===== config.mk =====
export PLATFORM = sky130hd
export DESIGN_NAME = fight_health
export DESIGN_NICKNAME = d
export VERILOG_FILES = /design/src/rtl/fight_health.sv
export SDC_FILE = /design/constraint.sdc
export NUM_CORES = 1
export LEC_CHECK = 0
export BUFFER_PORTS_ARGS = -buffer_cell sky130_fd_sc_hd__buf_4
export CAP_MARGIN = 20
export CORE_ASPECT_RATIO = 1.4
export CORE_MARGIN = 8
export CORE_UTILIZATION = 31
export DETAILED_ROUTE_END_ITERATION = 16
export GPL_TIMING_DRIVEN = 0
export PLACE_DENSITY = 0.5
export SYNTH_ARGS = -nofsm -noshare
export SYNTH_HDL_FRONTEND = slang
export SYNTH_SLANG_ARGS = --single-unit

===== constraint.sdc =====
create_clock -name frame_clk -period 3.5 [get_ports frame_clk]
set_clock_uncertainty 0.2 [all_clocks]
set_input_delay 0 -clock frame_clk [delete_from_list [all_inputs] [get_ports frame_clk]]
set_output_delay 0 -clock frame_clk [all_outputs]
set_load 0.005 [all_outputs]

===== src/rtl/fight_health.sv =====
// Two-player fighting-game health tracker: hp, invulnerability frames, KO hold and round sequencing.
// Optional macro DRAW_EN: a simultaneous double KO reports a draw instead of awarding P1.
module fight_health #(
    parameter int unsigned MAX_HP  = 100,
    parameter int unsigned DAMAGE  = 10,
    parameter int unsigned IFRAMES = 30,
    parameter int unsigned KO_HOLD = 120
) (
    input  logic       frame_clk,
    input  logic       Reset,
    input  logic       start,
    input  logic       hitP1,
    input  logic       hitP2,
    output logic [7:0] p1_hp,
    output logic [7:0] p2_hp,
    output logic       p1_stun,
    output logic       p2_stun,
    output logic       fighting,
    output logic       ko,
    output logic       round_over,
    output logic [1:0] winner
);

    typedef enum logic [1:0] {
        S_IDLE    = 2'd0,
        S_FIGHT   = 2'd1,
        S_KO_HOLD = 2'd2,
        S_DONE    = 2'd3
    } state_t;

    localparam logic [7:0] L_MAX_HP  = 8'(MAX_HP);
    localparam logic [7:0] L_DAMAGE  = 8'(DAMAGE);
    localparam logic [7:0] L_IFRAMES = 8'(IFRAMES);
    localparam logic [9:0] L_KO_LAST = 10'(KO_HOLD - 1);

`ifdef DRAW_EN
    localparam logic [1:0] L_DOUBLE_KO_WINNER = 2'b11;
    localparam logic       L_RESTORE_P1       = 1'b0;
`else
    localparam logic [1:0] L_DOUBLE_KO_WINNER = 2'b01;
    localparam logic       L_RESTORE_P1       = 1'b1;
`endif

    state_t     r_state;
    state_t     w_stateNext;
    logic [7:0] r_p1Hp;
    logic [7:0] r_p2Hp;
    logic [7:0] r_p1Stun;
    logic [7:0] r_p2Stun;
    logic [9:0] r_koCnt;
    logic [1:0] r_winner;

    logic       w_reload;
    logic       w_p1Zero;
    logic       w_p2Zero;
    logic       w_anyZero;
    logic       w_koEnter;
    logic       w_koDone;
    logic       w_p1Hit;
    logic       w_p2Hit;
    logic [7:0] w_p1HpHit;
    logic [7:0] w_p2HpHit;
    logic [1:0] w_koWinner;

    // KO is detected from the registered hp, so ko rises one frame after the lethal hit;
    // hits are frozen in that frame so both players' results are final when the winner latches.
    assign w_reload  = ((r_state == S_IDLE) || (r_state == S_DONE)) && start;
    assign w_p1Zero  = (r_p1Hp == 8'd0);
    assign w_p2Zero  = (r_p2Hp == 8'd0);
    assign w_anyZero = w_p1Zero || w_p2Zero;
    assign w_koEnter = (r_state == S_FIGHT) && w_anyZero;
    assign w_koDone  = (r_state == S_KO_HOLD) && (r_koCnt == L_KO_LAST);
    assign w_p1Hit   = (r_state == S_FIGHT) && !w_anyZero && hitP1 && (r_p1Stun == 8'd0);
    assign w_p2Hit   = (r_state == S_FIGHT) && !w_anyZero && hitP2 && (r_p2Stun == 8'd0);
    assign w_p1HpHit = (r_p1Hp > L_DAMAGE) ? (r_p1Hp - L_DAMAGE) : 8'd0;
    assign w_p2HpHit = (r_p2Hp > L_DAMAGE) ? (r_p2Hp - L_DAMAGE) : 8'd0;

    always_comb begin
        w_koWinner = 2'b00;
        if (w_p1Zero && w_p2Zero) begin
            w_koWinner = L_DOUBLE_KO_WINNER;
        end else if (w_p1Zero) begin
            w_koWinner = 2'b10;
        end else if (w_p2Zero) begin
            w_koWinner = 2'b01;
        end
    end

    always_ff @(posedge frame_clk or posedge Reset) begin
        if (Reset) begin
            r_state <= S_IDLE;
        end else begin
            r_state <= w_stateNext;
        end
    end

    always_comb begin
        w_stateNext = r_state;
        case (r_state)
            S_IDLE: begin
                if (start) begin
                    w_stateNext = S_FIGHT;
                end
            end
            S_FIGHT: begin
                if (w_anyZero) begin
                    w_stateNext = S_KO_HOLD;
                end
            end
            S_KO_HOLD: begin
                if (w_koDone) begin
                    w_stateNext = S_DONE;
                end
            end
            S_DONE: begin
                if (start) begin
                    w_stateNext = S_FIGHT;
                end
            end
            default: begin
                w_stateNext = S_IDLE;
            end
        endcase
    end

    always_comb begin
        fighting   = 1'b0;
        ko         = 1'b0;
        round_over = 1'b0;
        case (r_state)
            S_FIGHT:   fighting   = 1'b1;
            S_KO_HOLD: ko         = 1'b1;
            S_DONE:    round_over = 1'b1;
            default:   fighting   = 1'b0;
        endcase
    end

    always_ff @(posedge frame_clk or posedge Reset) begin
        if (Reset) begin
            r_p1Hp <= L_MAX_HP;
            r_p2Hp <= L_MAX_HP;
        end else if (w_reload) begin
            r_p1Hp <= L_MAX_HP;
            r_p2Hp <= L_MAX_HP;
        end else begin
            if (w_p1Hit) begin
                r_p1Hp <= w_p1HpHit;
            end else if (w_koEnter && w_p1Zero && w_p2Zero && L_RESTORE_P1) begin
                r_p1Hp <= 8'd1;
            end
            if (w_p2Hit) begin
                r_p2Hp <= w_p2HpHit;
            end
        end
    end

    // Stun counters keep running down in every state so KO_HOLD does not freeze invulnerability.
    always_ff @(posedge frame_clk or posedge Reset) begin
        if (Reset) begin
            r_p1Stun <= 8'd0;
            r_p2Stun <= 8'd0;
        end else if (w_reload) begin
            r_p1Stun <= 8'd0;
            r_p2Stun <= 8'd0;
        end else begin
            if (w_p1Hit) begin
                r_p1Stun <= L_IFRAMES;
            end else if (r_p1Stun != 8'd0) begin
                r_p1Stun <= r_p1Stun - 8'd1;
            end
            if (w_p2Hit) begin
                r_p2Stun <= L_IFRAMES;
            end else if (r_p2Stun != 8'd0) begin
                r_p2Stun <= r_p2Stun - 8'd1;
            end
        end
    end

    always_ff @(posedge frame_clk or posedge Reset) begin
        if (Reset) begin
            r_koCnt <= 10'd0;
        end else if ((r_state == S_KO_HOLD) && !w_koDone) begin
            r_koCnt <= r_koCnt + 10'd1;
        end else begin
            r_koCnt <= 10'd0;
        end
    end

    always_ff @(posedge frame_clk or posedge Reset) begin
        if (Reset) begin
            r_winner <= 2'b00;
        end else if (w_reload) begin
            r_winner <= 2'b00;
        end else if (w_koEnter) begin
            r_winner <= w_koWinner;
        end
    end

    assign p1_hp   = r_p1Hp;
    assign p2_hp   = r_p2Hp;
    assign p1_stun = (r_p1Stun != 8'd0);
    assign p2_stun = (r_p2Stun != 8'd0);
    assign winner  = r_winner;

endmodule


==> Yosys cells after proc, flatten, opt, wreduce, memory -nomap -nowiden <==
Index checks and enable logic that the tools add are counted.
{ "op_classes": {"n_addsub": 5, "n_lt_le_gt_ge": 2, "n_eq_ne": 7, "n_mux": 26, "n_reduce_logical": 30} }
{ "op_table": {"columns": ["cell", "n"], "rows": [
  ["8-bit two-way mux", 13],
  ["8-bit zero test", 4],
  ["8-bit by 4-bit greater-than comparator with 1-bit output (second input constant)", 2],
  ["8-bit nonzero test", 2],
  ["8-bit by 1-bit subtractor with 8-bit output (second input constant)", 2],
  ["8-bit by 4-bit subtractor with 8-bit output (second input constant)", 2],
  ["2-bit two-way mux", 7],
  ["1-bit logical AND", 12],
  ["10-bit by 1-bit adder with 10-bit output (second input constant)", 1],
  ["10-bit by 7-bit equality test with 1-bit output (second input constant)", 1],
  ["10-bit two-way mux", 1],
  ["3-bit nonzero test", 3],
  ["2-bit one-hot mux with 3 select lines", 1],
  ["2-bit equality test (second input constant)", 2],
  ["1-bit two-way mux", 4],
  ["2-bit != test (second input constant)", 2],
  ["2-bit nonzero test", 2],
  ["3-bit AND reduction", 1],
  ["2-bit by 1-bit equality test with 1-bit output (second input constant)", 1],
  ["1-bit zero test", 2],
  ["2-bit zero test", 1],
  ["1-bit logical OR", 2],
  ["2-bit by 1-bit != test with 1-bit output (second input constant)", 1],
  ["2-bit OR reduction", 1]
]} }
{ "totals": {"ff_bits": 46, "input_bits": 5, "output_inout_bits": 23, "word_cells": 77} }

==> Logic depth before layout (Yosys ltp) <==
Gate-level depths: netlist of run 1.
{ "depth": {"ltp_word": 8, "mapped_depth": 9, "ltp_nobuf": 7} }

==> Least setup slack after synthesis of run 1 <==
OpenSTA, ideal clock, no wires.
{ "synth_timing": {"kind": "register -> register", "start": "reg r_p1Stun[3]", "end": "reg r_p1Hp[3], in the netlist p1_hp[3]", "setup_time_ns": 0.086, "arrival_time_ns": 2.572, "required_time_ns": 3.214, "setup_slack_ns": 0.642, "path_stages_with_launch": 8, "n_path_buf": 2, "period_less_slack_ns": 2.858, "path_cell_list": "dfrtp_1 or4_4 or3_1 buf_6 or4b_1 buf_6 or3_4 o221ai_2"} }
{ "synth_via": {"elab_chain_len": 4, "word_cells_on_any_way": 5, "cone_classes": "mux: 2; reduce/logical: 3"} }
{ "synth_rtl": {"columns": ["item", "line", "source"], "rows": [
  ["start: declaration", "48", "logic [7:0] r_p1Stun;"],
  ["start signal: assignment", "169", "r_p1Stun <= r_p1Stun - 8'd1;"],
  ["8-bit zero test (*)", "73", "assign w_p1Hit = (r_state == S_FIGHT) && !w_anyZero && hitP1 && (r_p1Stun == 8'd0);"],
  ["1-bit logical AND (*)", "73", null],
  ["8-bit two-way mux", "146", "if (w_p1Hit) begin"],
  ["8-bit two-way mux", "142", "end else if (w_reload) begin"],
  ["end signal: assignment", "147", "r_p1Hp <= w_p1HpHit;"],
  ["end: declaration", "46", "logic [7:0] r_p1Hp;"]
]} }
Mark *: on every way between the ends. The rest lies on a longest branch, timed or not.
A chain may end at the register's enable or synchronous reset.

==> Worst setup path after layout of run 1 <==
{ "layout_timing": {"start": "reg r_p2Stun[2]", "end": "reg r_p2Hp[3], in the netlist p2_hp[3]"} }
{ "layout_via": {"elab_chain_len": 3} }
{ "layout_rtl": {"columns": ["item", "line", "source"], "rows": [
  ["start: declaration", "49", "logic [7:0] r_p2Stun;"],
  ["start signal: assignment", "174", "r_p2Stun <= r_p2Stun - 8'd1;"],
  ["8-bit zero test", "74", "assign w_p2Hit = (r_state == S_FIGHT) && !w_anyZero && hitP2 && (r_p2Stun == 8'd0);"],
  ["1-bit logical AND", "74", null],
  ["2-bit nonzero test (no source line)", null, null],
  ["end signal: assignment", "152", "r_p2Hp <= w_p2HpHit;"],
  ["end: declaration", "47", "logic [7:0] r_p2Hp;"]
]} }
Every way passes these cells.

==> tab_implementation.tex, run 1 <==
\begin{tabular}{lr}
\hline
Metric & Value \\
\hline
\multicolumn{2}{l}{\textbf{Worst setup path}} \\
Critical path class & register to register \\
RR Startpoint & r\_p2Stun[2]\$\_DFFE\_PP0P\_ \\
Reg2reg end & p2\_hp[3]\$\_DFFE\_PP0P\_ \\
Setup slack of the most critical reg-to-reg path & 0.35 ns \\
Worst Path Required & 3.49 ns \\
Largest fanout on the critical path & 10 \\
Launching element type of the critical path & register \\
Reg2reg path depth & 6 \\
Critical path capture point type & register \\
Critical path arrival & 3.15 ns \\
\multicolumn{2}{l}{\textbf{Yosys}} \\
Total number of yosys warnings & 0 \\
Number of synthesized register bits & 45 \\
Count of different cell masters after synthesis & 47 \\
Net count of the mapped netlist & 275 \\
Most used DFF post-synth & dfrtp\_1 \\
Proportion of synthesized flip-flops having asynchronous set or reset & 100\% \\
Top cells by area in the synthesized netlist & dfrtp\_1 39\%, dfstp\_2 6.4\%, ha\_1 5.1\%, nor2\_1 4.3\%, xor2\_1 3.9\% \\
Sequential-to-total area share from yosys stat & 45.9\% \\
Library cell occupying the most area in the post-synthesis netlist & dfrtp\_1 \\
Number of instances in the synthesized netlist & 260 \\
Netlist area before placement & 2470 um2 \\
Syn Area/Cell & 9.50 um2 \\
Share of the synthesized area in the top cell type & 39.5\% \\
Number of synthesized flops with an enable pin & 0 \\
\multicolumn{2}{l}{\textbf{Route}} \\
Antenna violation net count after detailed routing & 0 \\
1st-iter DRT viols & 115 \\
Drt wl/cell & 14.5 um \\
Remaining routing DRC violations & 0 \\
Detailed Routing Iterations Pass 1 & 4 \\
Vias post-DR & 2,009 \\
Vias per cell & 5.04 \\
Routed Wire Length & 5780 um \\
\multicolumn{2}{l}{\textbf{Die}} \\
Die height & 122 um \\
Floorplan core area & 7750 um2 \\
Effective utilization at floorplan & 31.9\% \\
Width of the die & 91.5 um \\
I/O pin total & 28 \\
Die Area & 11,100 um2 \\
Std cell rows & 38 \\
\multicolumn{2}{l}{\textbf{Clock network}} \\
Reg clk slew, reported paths & 0.09 ns \\
Buffer cell driving the clock tree root & clkbuf\_8 \\
TritonCTS Sinks & 45 \\
Buffers inserted by post-CTS timing repair & 0 \\
Number of hold buffers added after CTS & 3 \\
TritonCTS Buffers & 5 \\
Clock tree from TritonCTS & done \\
Skew-Pair Late Insertion Delay & 0.30 ns \\
H-tree depth & 2 \\
Number of instances resized during post-cts repair & 0 \\
Number of buffers on the longest clock path & 2 \\
\multicolumn{2}{l}{\textbf{Timing}} \\
Minimum setup slack in the final design & 0.347 ns \\
Worst Tran Pin Value & 1.00 ns \\
Setup repair after global routing missed its margin & no \\
Final count of pins violating max slew & 0 \\
Final min period & 3.15 ns \\
Final Cycle Share & 90.1\% \\
Setup violation total in the final timing report & 0 \\
Total Negative Setup Slacks & 0 ns \\
Timing-limited maximum frequency & 317 MHz \\
Worst slew margin relative to its limit & 32.5\% \\
Final count of hold timing violations & 0 \\
\multicolumn{2}{l}{\textbf{Global routing}} \\
Maximum number of pins on one net before global-route repair & 32 \\
Remaining global-route overflow & 0 \\
First-pass GRT wire length & 10,100 um \\
Tot GR Track Use & 10.9\% \\
Number of global-route vias before repair & 2,130 \\
Number of antenna violations at the first check in global routing & 0 \\
\multicolumn{2}{l}{\textbf{Min path}} \\
Worst min-delay path class & primary input to register \\
End point of the worst hold path & r\_p1Stun[3]\$\_DFFE\_PP0P\_ \\
Launch point of the worst hold path & hitP1 \\
Cell depth of the worst min-delay path & 4 \\
\multicolumn{2}{l}{\textbf{Final layout}} \\
Post-layout nets & 313 \\
Area growth from synthesis to layout & 19.3\% \\
Number of cells in the finished layout apart from fillers & 399 \\
Inserted Diodes & 0 \\
Utilization after layout & 38.0\% \\
Number of fill cells in the layout & 792 \\
Share of layout cells above drive strength 1 & 18.4\% \\
\multicolumn{2}{l}{\textbf{Outcome}} \\
Outcome & complete, no violations \\
\multicolumn{2}{l}{\textbf{Placed design}} \\
Final Wtd Congestion & 0.748 \\
Placed instance count & 388 \\
HPWL after detailed placement & 4200 um \\
Port buffer count & 26 \\
Worst setup slack after placement & 0.366 ns \\
\multicolumn{2}{l}{\textbf{Power and ir drop}} \\
Worst vdd ir & 0.330 mV \\
Pwr per Cell Area & 717 nW/um2 \\
Leakage component of the power & 1.33 nW \\
\multicolumn{2}{l}{\textbf{Flow run}} \\
Number of max-capacitance violations reported & 0 \\
\hline
\end{tabular}
-- worst max-delay path, stage by stage (launching register included) --
cell and delay (ns):
dfrtp_1 0.42, or4_1 0.57, or4b_1 0.53, buf_2 0.21, nor4b_1 0.73, a21oi_1 0.15
a31o_2 0.25
-- routing by layer --
layer  up-vias  GRT usage, %  wire (um)
li1        994             -          -
met1       983          12.8       2610
met4         0          3.29         51
met3         4          2.22        163
met5         -             0          0
met2        28          19.5       2960
-- placed cells by master, fill, tap and decap left out, drive strengths merged, types with 2 or more instances in the layout --
cell,n
xnor2,7
buf,34
nor2,28
dfrtp,39
nand2b,4
a211oi,3
a21o,2
or3,6
nor2b,3
ha,10
xor2,11
o41ai,2
dfstp,6
or4,11
nor4b,4
a21oi,18
nor3,8
nor4,3
inv,16
o21ai,10
o31ai,2
nand3,13
nand4bb,2
o311ai,2
nand2,19
or4b,4
clkbuf,10
and3,4
dlygate4sd3,3
and2,2
mux2i,2
-- synthesized netlist by cell type (2+ instances only) --
| master | instances |
|---|---|
| nand3_1 | 13 |
| or4_1 | 10 |
| ha_1 | 10 |
| xnor2_1 | 7 |
| nor2b_1 | 3 |
| or3_1 | 4 |
| clkbuf_1 | 3 |
| buf_2 | 2 |
| nor4b_1 | 4 |
| and2_1 | 2 |
| or4b_1 | 3 |
| a211oi_1 | 3 |
| nor2_1 | 28 |
| dfrtp_1 | 39 |
| buf_6 | 2 |
| a21oi_1 | 18 |
| o21ai_0 | 10 |
| nand2b_1 | 4 |
| o31ai_1 | 2 |
| xor2_1 | 11 |
| o41ai_1 | 2 |
| nor4_1 | 3 |
| nand4bb_1 | 2 |
| dfstp_2 | 6 |
| nand2_1 | 19 |
| mux2i_1 | 2 |
| and3_1 | 4 |
| nor3_1 | 8 |
| o311ai_0 | 2 |
| inv_1 | 16 |
| a21o_1 | 2 |
-- cell type report --
| cell class | count | area, um2 | area share [%] |
|---|---|---|---|
| Inverter | 16 | 60.1 | 2.04 |
| Buffer | 9 | 55.1 | 1.87 |
| Timing Repair Buffer | 31 | 250 | 8.49 |
| Clock buffer | 7 | 96.3 | 3.27 |
| Clock inverter | 1 | 5.00 | 0.170 |
| Tap cell | 100 | 125 | 4.24 |
| Multi-Input combinational cell | 190 | 1220 | 41.5 |
| Sequential cell | 45 | 1130 | 38.5 |
-- per-stage QoR --
stage / hold slack, ns / total power, W / cell area, um2
floorplan: 0.0327 / 0.00146 / 2470
global placement: 0.159 / 0.00175 / 2790
detailed placement: -0.194 / 0.00177 / 2820
CTS: 0.0179 / 0.00215 / 2950
global route: 0.0463 / 0.00230 / 2950
finish: 0.0275 / 0.00211 / 2950
-- worst max-delay path by stage --
stage,start,end,slack [ns],depth (start not counted)
after floorplan,r_p1Stun[3]$_DFFE_PP0P_,p1_hp[3]$_DFFE_PP0P_,0.64,7
after global placement,r_p1Stun[3]$_DFFE_PP0P_,p1_hp[6]$_DFFE_PP1P_,0.27,6
after detailed placement,r_p2Stun[2]$_DFFE_PP0P_,p2_hp[3]$_DFFE_PP0P_,0.37,6
after CTS,r_p2Stun[2]$_DFFE_PP0P_,p2_hp[3]$_DFFE_PP0P_,0.33,6
after global routing,r_p2Stun[2]$_DFFE_PP0P_,p2_hp[3]$_DFFE_PP0P_,0.04,6
final,r_p2Stun[2]$_DFFE_PP0P_,p2_hp[3]$_DFFE_PP0P_,0.35,6
-- flip-flops by register name, indices dropped and copies added (netlist names) --
name	cells
r_p2Stun	8
r_koCnt	10
p1_hp	8
p2_hp	7
r_state	2
r_p1Stun	8
winner	2
-- logic make-up after synthesis --
family | after synthesis | share of synthesized area, %
fa+ha+maj | 10 | 5.06
other cells | 1 | 0.152
mux | 2 | 0.810
compound gates | 45 | 11.4
flops | 45 | 45.9
buf+inv | 25 | 4.66
simple gates | 114 | 25.6
xor+xnor | 18 | 6.38
-- report_power, final --
group	total (W)	switching [W]	internal, W	leakage [nW]
clock network	0.000364	0.000185	0.000179	0.0542
registers	0.000825	0.000154	0.000670	0.583
logic	0.000925	0.000490	0.000436	0.691
Note: power is estimated with default switching activity, not from simulation.
==> inputs of run 2 (changes only) <==
==> config.mk (replaced) <==
export PLATFORM = sky130hd
export DESIGN_NAME = fight_health
export DESIGN_NICKNAME = d
export VERILOG_FILES = /design/src/rtl/fight_health.sv
export SDC_FILE = /design/constraint.sdc
export NUM_CORES = 1
export LEC_CHECK = 0
export CAP_MARGIN = 20
export CORE_ASPECT_RATIO = 1.4
export CORE_MARGIN = 8
export CORE_UTILIZATION = 31
export DETAILED_ROUTE_END_ITERATION = 16
export DONT_BUFFER_PORTS = 1
export GPL_TIMING_DRIVEN = 0
export PLACE_DENSITY = 0.47
export SYNTH_ARGS = -nofsm -noshare
export SYNTH_HDL_FRONTEND = slang
export SYNTH_SLANG_ARGS = --single-unit
==> run 2 against run 1 <==
  * Count of clock-buffer cells in the layout decreased by 2
  * Final area shrank 4.5%
  * First-iteration DRC count shrank 23%
  * Final cell count is 5.8% lower
  * Clock power up 30%
  * Sequential cell count is the same
  * Via count decreased by 4.2%
  * Global-route usage is 0.49 points lower
  * Non-clock buffer count decreased by 23
  * Critical path depth stayed put
  * Die area is the same
  * Highest routed layer unchanged
==> tab_implementation.tex, run 2 (synthesized netlist as in run 1, its figures left out) <==
\begin{tabular}{lr}
\hline
Metric & Value \\
\hline
\multicolumn{2}{l}{\textbf{Final layout}} \\
Register area & 1130 um2 \\
Layout Cell Area excl Fill & 2820 um2 \\
Area growth from synthesis to layout & 13.9\% \\
Share of layout cells above drive strength 1 & 10.5\% \\
Area of combinational cells with multiple inputs & 1220 um2 \\
Number of fill cells in the layout & 806 \\
Commonest non-fill, non-tap cell in the layout & dfrtp\_1 \\
Inserted Diodes & 0 \\
Largest register FFs & 10 \\
Post-layout nets & 290 \\
Commonest non-fill, non-tap cells in the layout & 39 x dfrtp\_1, 28 x nor2\_1, 19 x nand2\_1, 18 x a21oi\_1, 15 x inv\_1 \\
Largest register by flop count & r\_koCnt \\
\multicolumn{2}{l}{\textbf{Timing}} \\
Setup repair after global routing missed its margin & no \\
Setup violation total in the final timing report & 0 \\
Worst Tran Pin Value & 0.871 ns \\
Final count of hold timing violations & 0 \\
Worst slew margin relative to its limit & 41.2\% \\
Final count of pins violating max slew & 0 \\
Hold\_ws & 0.105 ns \\
Timing-limited maximum frequency & 321 MHz \\
Final Cycle Share & 89.1\% \\
Total Negative Setup Slacks & 0 ns \\
Final min period & 3.12 ns \\
\multicolumn{2}{l}{\textbf{Route}} \\
Antenna violation net count after detailed routing & 0 \\
Remaining routing DRC violations & 0 \\
1st-iter DRT viols & 88 \\
Vias post-DR & 1,925 \\
Drt wl/cell & 15.3 um \\
Vias per cell & 5.12 \\
Detailed Routing Iterations Pass 1 & 4 \\
Routed Wire Length & 5760 um \\
\multicolumn{2}{l}{\textbf{Worst setup path}} \\
Setup slack of the most critical reg-to-reg path & 0.38 ns \\
Critical path capture point type & register \\
Launching element type of the critical path & register \\
Reg2reg end & p2\_hp[3]\$\_DFFE\_PP0P\_ \\
Critical path arrival & 3.13 ns \\
Largest fanout on the critical path & 10 \\
Worst Path Required & 3.51 ns \\
RR Startpoint & r\_p2Stun[2]\$\_DFFE\_PP0P\_ \\
Reg2reg path depth & 6 \\
Critical path class & register to register \\
\multicolumn{2}{l}{\textbf{Min path}} \\
Worst min-delay path class & primary input to register \\
End point of the worst hold path & p1\_hp[0]\$\_DFFE\_PP0P\_ \\
Cell depth of the worst min-delay path & 3 \\
Launch point of the worst hold path & start \\
\multicolumn{2}{l}{\textbf{Flow run}} \\
Number of max-capacitance violations reported & 0 \\
\multicolumn{2}{l}{\textbf{Clock network}} \\
Number of hold buffers added after CTS & 6 \\
H-tree depth & 2 \\
Number of buffers on the longest clock path & 2 \\
Buffers inserted by post-CTS timing repair & 0 \\
Skew-Pair Late Insertion Delay & 0.31 ns \\
Buffer cell driving the clock tree root & clkbuf\_8 \\
TritonCTS Sinks & 45 \\
Reg clk slew, reported paths & 0.09 ns \\
Number of instances resized during post-cts repair & 0 \\
Clock tree from TritonCTS & done \\
TritonCTS Buffers & 5 \\
\multicolumn{2}{l}{\textbf{Global routing}} \\
Tot GR Track Use & 10.4\% \\
Number of global-route vias before repair & 1,824 \\
Maximum number of pins on one net before global-route repair & 27 \\
Number of antenna violations at the first check in global routing & 0 \\
First-pass GRT wire length & 9220 um \\
Remaining global-route overflow & 0 \\
\multicolumn{2}{l}{\textbf{Placed design}} \\
HPWL after detailed placement & 4250 um \\
Placed Area & 2620 um2 \\
Port buffer count & 0 \\
Final Wtd Congestion & 0.756 \\
\multicolumn{2}{l}{\textbf{Power and ir drop}} \\
Leakage component of the power & 1.23 nW \\
Worst vdd ir & 0.281 mV \\
Pwr per Cell Area & 758 nW/um2 \\
\multicolumn{2}{l}{\textbf{Outcome}} \\
Outcome & complete, no violations \\
\multicolumn{2}{l}{\textbf{Die}} \\
Effective utilization at floorplan & 31.9\% \\
Die height & 122 um \\
Std cell rows & 38 \\
I/O pin total & 28 \\
Die Area & 11,100 um2 \\
Floorplan core area & 7750 um2 \\
Width of the die & 91.5 um \\
\hline
\end{tabular}
[run 2: power breakdown]
group / leakage, nW / switching, W / total, W / internal [W]
clock: 0.0681 / 0.000189 / 0.000473 / 0.000284
combinational: 0.575 / 0.000463 / 0.000823 / 0.000360
sequential: 0.583 / 0.000167 / 0.000838 / 0.000671
total: 1.23 / 0.000820 / 0.00213 / 0.00131
[run 2: layer usage]
metal | up-vias | routed length (um) | global-route usage [%]
li1 | 952 | - | -
met1 | 948 | 2520 | 11.7
met2 | 19 | 2900 | 18.0
met3 | 6 | 233 | 2.96
met4 | 0 | 106 | 4.62
met5 | - | 0 | 0
[run 2: cell type report]
type,instances,area share (%)
multi-input combinational,190,43.4
sequential,45,40.3
tap,100,4.44
timing repair buffer,8,3.02
clock buffer,5,2.44
clock inverter,3,2.31
inverter,16,2.13
buffer,9,1.96
[run 2: worst max-delay path by stage]
stage                             from                   end  slack (ns)  depth (start not counted)
3_3_place_gp   r_p1Stun[3]$_DFFE_PP0P_  p1_hp[6]$_DFFE_PP1P_        0.25                          6
3_5_place_dp   r_p2Stun[2]$_DFFE_PP0P_  p2_hp[3]$_DFFE_PP0P_        0.36                          6
6_report       r_p2Stun[2]$_DFFE_PP0P_  p2_hp[3]$_DFFE_PP0P_        0.38                          6
5_1_grt        r_p2Stun[2]$_DFFE_PP0P_  p2_hp[3]$_DFFE_PP0P_        0.17                          6
2_1_floorplan  r_p1Stun[3]$_DFFE_PP0P_  p1_hp[3]$_DFFE_PP0P_        0.64                          7
4_1_cts        r_p2Stun[2]$_DFFE_PP0P_  p2_hp[3]$_DFFE_PP0P_        0.32                          6
[run 2: critical path, cell delays in order, from the launching register on]
cell and delay [ns]:
dfrtp_1 0.42, or4_1 0.58, or4b_1 0.53, buf_2 0.22, nor4b_1 0.69, a21oi_1 0.13, a31o_2 0.24
[run 2: per-stage QoR]
stage                     cells  power [W]  setup WS, ns  util [%]
final                       376    0.00213         0.381      36.3
after global routing        376    0.00231         0.168      36.3
after CTS                   376    0.00218         0.324      36.3
after detailed placement    362    0.00168         0.362      33.8
after global placement      360    0.00167         0.245      33.5
after floorplan             260    0.00146         0.642         -
